### src/rtl/nn_tile_engine.sv
// nn_tile_engine: self-sequencing matrix-vector engine.
// One FSM walks cfg_tiles tiles. For each tile it streams K weight rows and K
// input elements out of 1-cycle-latency BRAMs. N_MACS lanes accumulate w*x.
// The finished tile is then presented on a valid/ready result port, with an
// optional ReLU applied on the way out.
module nn_tile_engine #(
    parameter int DATA_W    = 16,
    parameter int ACC_W     = 32,
    parameter int N_MACS    = 4,
    parameter int K_MAX     = 16,
    parameter int MEM_DEPTH = 256,
    parameter int TILE_W    = 4
) (
    input  logic                         clk,
    input  logic                         rst,
    input  logic                         start,
    input  logic [$clog2(K_MAX+1)-1:0]   cfg_k,
    input  logic [TILE_W-1:0]            cfg_tiles,
    input  logic [$clog2(MEM_DEPTH)-1:0] cfg_w_base,
    input  logic [$clog2(MEM_DEPTH)-1:0] cfg_in_base,
    input  logic                         cfg_relu,
    output logic [$clog2(MEM_DEPTH)-1:0] w_bram_addr,
    output logic                         w_bram_en,
    input  logic [N_MACS*DATA_W-1:0]     w_bram_dout,
    output logic [$clog2(MEM_DEPTH)-1:0] in_bram_addr,
    output logic                         in_bram_en,
    input  logic [DATA_W-1:0]            in_bram_dout,
    output logic                         out_valid,
    input  logic                         out_ready,
    output logic [N_MACS*ACC_W-1:0]      out_data,
    output logic [TILE_W-1:0]            out_tile,
    output logic                         busy,
    output logic                         done
);

    localparam int AW = $clog2(MEM_DEPTH);
    localparam int KW = $clog2(K_MAX+1);

    typedef enum logic [2:0] {
        S_IDLE,
        S_FETCH,
        S_FLUSH,
        S_OUT,
        S_DONE
    } state_t;

    state_t state_q, state_d;

    // Latched job configuration
    logic [KW-1:0]     cfg_k_q;
    logic [TILE_W-1:0] cfg_tiles_q;
    logic [AW-1:0]     cfg_w_base_q;
    logic [AW-1:0]     cfg_in_base_q;
    logic              cfg_relu_q;

    // Sequencing counters; w_off_q tracks tile*K modulo the BRAM depth
    logic [KW-1:0]     k_q;
    logic [TILE_W-1:0] tile_q;
    logic [AW-1:0]     w_off_q;

    // FSM strobes
    logic fetch, load_cfg, clr_acc, tile_adv, last_k, last_tile;

    // MAC datapath
    logic                     mac_vld_q;
    logic signed [ACC_W-1:0]  acc_q    [N_MACS];
    logic signed [ACC_W-1:0]  prod_ext [N_MACS];
    logic signed [DATA_W-1:0] x_s;

    // Negative results are clamped to zero when ReLU is enabled
    function automatic logic signed [ACC_W-1:0] relu_clamp(
        input logic signed [ACC_W-1:0] a,
        input logic                    en
    );
        if (en && a[ACC_W-1]) return '0;
        return a;
    endfunction

    assign last_k    = (k_q == cfg_k_q - KW'(1));
    assign last_tile = (tile_q == cfg_tiles_q - TILE_W'(1));

    // State register
    always_ff @(posedge clk) begin
        if (rst) state_q <= S_IDLE;
        else     state_q <= state_d;
    end

    // Next-state logic and per-state control strobes
    always_comb begin
        state_d   = state_q;
        fetch     = 1'b0;
        load_cfg  = 1'b0;
        clr_acc   = 1'b0;
        tile_adv  = 1'b0;
        out_valid = 1'b0;
        done      = 1'b0;
        unique case (state_q)
            S_IDLE: begin
                if (start) begin
                    load_cfg = 1'b1;
                    clr_acc  = 1'b1;
                    if (cfg_tiles == '0)  state_d = S_DONE;
                    else if (cfg_k == '0) state_d = S_FLUSH;
                    else                  state_d = S_FETCH;
                end
            end
            S_FETCH: begin
                fetch = 1'b1;
                if (last_k) state_d = S_FLUSH;
            end
            S_FLUSH: begin
                state_d = S_OUT;
            end
            S_OUT: begin
                out_valid = 1'b1;
                if (out_ready) begin
                    clr_acc = 1'b1;
                    if (last_tile) begin
                        state_d = S_DONE;
                    end else begin
                        tile_adv = 1'b1;
                        state_d  = (cfg_k_q == '0) ? S_FLUSH : S_FETCH;
                    end
                end
            end
            S_DONE: begin
                done    = 1'b1;
                state_d = S_IDLE;
            end
            default: state_d = S_IDLE;
        endcase
    end

    // Configuration latch and k / tile counters
    always_ff @(posedge clk) begin
        if (rst) begin
            cfg_k_q       <= '0;
            cfg_tiles_q   <= '0;
            cfg_w_base_q  <= '0;
            cfg_in_base_q <= '0;
            cfg_relu_q    <= 1'b0;
            k_q           <= '0;
            tile_q        <= '0;
            w_off_q       <= '0;
        end else if (load_cfg) begin
            cfg_k_q       <= cfg_k;
            cfg_tiles_q   <= cfg_tiles;
            cfg_w_base_q  <= cfg_w_base;
            cfg_in_base_q <= cfg_in_base;
            cfg_relu_q    <= cfg_relu;
            k_q           <= '0;
            tile_q        <= '0;
            w_off_q       <= '0;
        end else if (tile_adv) begin
            k_q     <= '0;
            tile_q  <= tile_q + TILE_W'(1);
            w_off_q <= w_off_q + AW'(cfg_k_q);
        end else if (fetch) begin
            k_q <= k_q + KW'(1);
        end
    end

    // BRAM request side: addresses wrap naturally at AW bits
    assign w_bram_en    = fetch;
    assign in_bram_en   = fetch;
    assign w_bram_addr  = fetch ? (cfg_w_base_q + w_off_q + AW'(k_q)) : '0;
    assign in_bram_addr = fetch ? (cfg_in_base_q + AW'(k_q)) : '0;
    assign busy         = (state_q != S_IDLE);

    assign x_s = in_bram_dout;

    // Full-precision signed product per lane, sign-extended to accumulator width
    for (genvar g = 0; g < N_MACS; g++) begin : g_lane
        logic signed [DATA_W-1:0]   w_s;
        logic signed [2*DATA_W-1:0] prod;
        assign w_s         = w_bram_dout[g*DATA_W +: DATA_W];
        assign prod        = (2*DATA_W)'(w_s) * (2*DATA_W)'(x_s);
        assign prod_ext[g] = ACC_W'(prod);
    end

    // Accumulate one cycle after each BRAM read; wraps modulo 2^ACC_W
    always_ff @(posedge clk) begin
        if (rst) begin
            mac_vld_q <= 1'b0;
            for (int i = 0; i < N_MACS; i++) acc_q[i] <= '0;
        end else begin
            mac_vld_q <= fetch;
            for (int i = 0; i < N_MACS; i++) begin
                if (clr_acc)        acc_q[i] <= '0;
                else if (mac_vld_q) acc_q[i] <= acc_q[i] + prod_ext[i];
            end
        end
    end

    // Result port: driven only while a tile is being offered
    always_comb begin
        out_data = '0;
        out_tile = '0;
        if (out_valid) begin
            out_tile = tile_q;
            for (int i = 0; i < N_MACS; i++)
                out_data[i*ACC_W +: ACC_W] = relu_clamp(acc_q[i], cfg_relu_q);
        end
    end

endmodule

### config.mk
export PLATFORM = sky130hd
export DESIGN_NAME = nn_tile_engine
export DESIGN_NICKNAME = d
export VERILOG_FILES = /design/src/rtl/nn_tile_engine.sv
export SDC_FILE = /design/constraint.sdc
export NUM_CORES = 2
export LEC_CHECK = 0
export ABC_AREA = 0
export ABC_CLOCK_PERIOD_IN_PS = 24700
export BUFFER_PORTS_ARGS = -buffer_cell sky130_fd_sc_hd__buf_2
export CAP_MARGIN = 10
export CORE_ASPECT_RATIO = 1.5
export CORE_MARGIN = 2
export CORE_UTILIZATION = 65
export CTS_CLUSTER_SIZE = 14
export DETAILED_ROUTE_END_ITERATION = 8
export PLACE_DENSITY = 0.84
export SYNTH_ARGS = -nofsm -noshare
export SYNTH_HDL_FRONTEND = slang
export SYNTH_SLANG_ARGS = --single-unit
### constraint.sdc
create_clock -name clk -period 24.7 [get_ports clk]
set_clock_uncertainty 0.1 [all_clocks]
set_input_delay 6.175 -clock clk [delete_from_list [all_inputs] [get_ports clk]]
set_output_delay 6.175 -clock clk [all_outputs]
set_load 0.02 [all_outputs]
==> qor.txt <==
Synth unique cells -> 72
Synth Cell Area -> 51,480 µm²
CTS tree -> yes
WP data required -> 24,900 ps
DP Cell Count -> 6,613
Highest clock rate -> 0.07693 GHz
TritonRoute pass-1 iters -> 6
Avg Synthesized Cell Area -> 9.324 µm²
Core ar. -> 78,510 µm²
DR WL met2 -> 68,210 µm
Status -> complete, no violations
Crit path DAT -> 13,200 ps
Routed wire length -> 129,400 µm
Clk slew on worst S/H paths -> 80 ps
Worst Tran Pin Value -> 1113 ps
DR DRC count -> 0
Post-Synthesis Cells -> 5,521
IO Port Bufs -> 262
Synth Register Bits -> 175
Fill cells -> 5,962
Synth-to-Final Area Change -> 4.971%
Setup Buffers After CTS -> 0
Number of clock sinks -> 175
Worst rel slew slack -> 25.79%
Register Area -> 4785 µm²
Setup violations, final -> 0
Commonest non-fill, non-tap cell in the layout -> inv_1
All-Layer GR Usage -> 33.96%
Initial Util -> 65.57%
Ratio of cells with drive above 1 in the final layout -> 6.261%
Hold_buf cts -> 0
Die X -> 233.8 µm
Post-synth EDFFs -> 128
Die Y -> 348.7 µm
Setup TNS -> 0 ps
Syn nets -> 7,221
Final slew viol count -> 0
ANT nets after route -> 0
Fin. Hold Viols -> 0
Final period util -> 52.63%
Wire length on met1 -> 42,250 µm
Worst setup margin -> 11,700 ps
Initial antenna violation count -> 11
WS Path Type -> primary input to register
Worst skew pair latency -> 550 ps
Sequential element share of the synthesized area -> 9.295%
Grt ovf -> 0
Share of flip-flops with an asynchronous set or reset -> 0%
I/O pin cnt -> 263
Placer Congestion -> 0.9022
FP Rows -> 126
Via count -> 37,729
CP endpoint kind -> register
Clock Tree Buf Depth -> 2
Worst-path maximum fanout -> 37
Pin count of the biggest net entering global routing -> 65
Final min period -> 13,000 ps
CTS root buffer -> clkbuf_16
Num CTS Buffers -> 17
Multi-input gate area -> 40,700 µm²
R2r worst-path depth -> 19
Most frequent cells in the layout -> inv_1 (1,379), fa_1 (1,176), and2_1 (618)
H-tree levels -> 4
Cts repair resizes -> 0
Via density -> 5.674
WHS Path Cells -> 2
Max layer used -> met5
RSZ-0062 raised after global routing -> no
Wire length on met3 -> 9770 µm
Place WS -> 11,280 ps
Die area -> 81,510 µm²
Post-DP HPWL -> 102,800 µm
Layout net count -> 7,309
MaxCap Viol Count -> 0
First-pass GRT wire length -> 211,200 µm
Critical Path Start Type -> primary input
Initial DRC Count -> 2,259
Hold/Removal Path Class -> register to register
Synth Flop Type -> edfxtp_1
Final instance count without filler cells -> 6,650
Vias in the first global route -> 42,754
Routed wire per std cell -> 19.46 µm
Yosys warnings -> 0
## worst max-delay path, cell delays in order
cell and delay [ps]:
buf_2 620, buf_4 480, nand2_1 150, inv_1 100, fa_1 560, fa_1 830
inv_1 160, fa_1 510, inv_1 60, fa_1 490, fa_1 490, inv_1 50
fa_1 470, inv_1 50, ha_1 330, a21o_1 200, a21oi_1 190, o21ai_0 120
a21o_1 190, a21oi_1 180, o21ai_2 110, a41oi_2 280, nor4b_1 90, a211o_1 290
## Yosys cell counts, types with 9 or more instances
library cell     n  area [µm²]
fa_1          1176       23540
ha_1           414        5180
nand4_1         15       93.84
and2_1         618        3866
o21ai_0         68       340.3
and3_1          31       193.9
nand2_1        600        2252
a31oi_1         11       68.82
nor3_1          39       195.2
xnor2_1        110       963.4
dfxtp_1         47       940.9
nor2b_1         25       156.4
buf_2           11       55.05
edfxtp_1       128        3844
nand3_1         14       70.07
o21bai_1        15       112.6
nand2b_1        39       244.0
o31ai_1          9       67.56
nor2_1         201       754.5
a21o_1          43       322.8
clkbuf_1       207       777.0
o21a_1          20       150.1
a21oi_1        130       650.6
xor2_1          64       560.5
inv_1         1380        5180
## routing by layer
layer / up-vias / track usage [%]
li1: 16368 / -
met2: 1680 / 59.95
met4: 10 / 22.51
met1: 19107 / 36.52
met5: - / 0
met3: 564 / 6.895
## stage by stage
stage	utilization [%]	area, µm²	hold slack [ps]
2_1_floorplan	-	51480	340.6
3_3_place_gp	68.09	53460	347.7
3_5_place_dp	68.09	53460	359.8
4_1_cts	68.79	54010	371.2
5_1_grt	68.82	54030	393.4
6_report	68.82	54030	367.4
## cell families (layout without fill, tap and decap cells)
family	Yosys count	after routing	synth area share [%]
compound gates	359	359	4.446
flops	175	175	9.295
buf+inv	1601	1702	11.71
xor+xnor	174	174	2.961
fa+ha+maj	1590	1590	55.80
simple gates	1619	1619	15.73
other cells	0	4	0
mux	3	3	0.05834
## final timing paths
path / start / end / slack (ps)
max: in_bram_dout[2] / acc_q[3][30]$_SDFFCE_PN0P_ / 11700
min: cfg_in_base_q[3]$_SDFFE_PP0P_ / cfg_in_base_q[3]$_SDFFE_PP0P_ / 370
max reg2reg: acc_q[0][15]$_SDFFCE_PN0P_ / acc_q[0][28]$_SDFFCE_PN0P_ / 18910
min reg2reg: cfg_in_base_q[3]$_SDFFE_PP0P_ / cfg_in_base_q[3]$_SDFFE_PP0P_ / 370
## cell type report
type | instances | area share (%)
antenna | 4 | 0.01852
clock buffer | 17 | 0.7873
clock inverter | 15 | 0.2292
inverter | 1380 | 9.586
multi-input combinational | 3745 | 75.32
sequential | 175 | 8.855
tap | 1024 | 2.371
timing repair buffer | 290 | 2.830
## state kept, by name, indices dropped and copies added (netlist names)
name           cells
acc_q            128
cfg_in_base_q      8
cfg_k_q            5
cfg_relu_q         1
cfg_tiles_q        4
cfg_w_base_q       8
k_q                5
mac_vld_q          1
state_q            3
tile_q             4
w_off_q            8
Power is left out: the tool's default activity adds up to more than one toggle a clock period on the data nets, which glitch-free logic cannot reach.
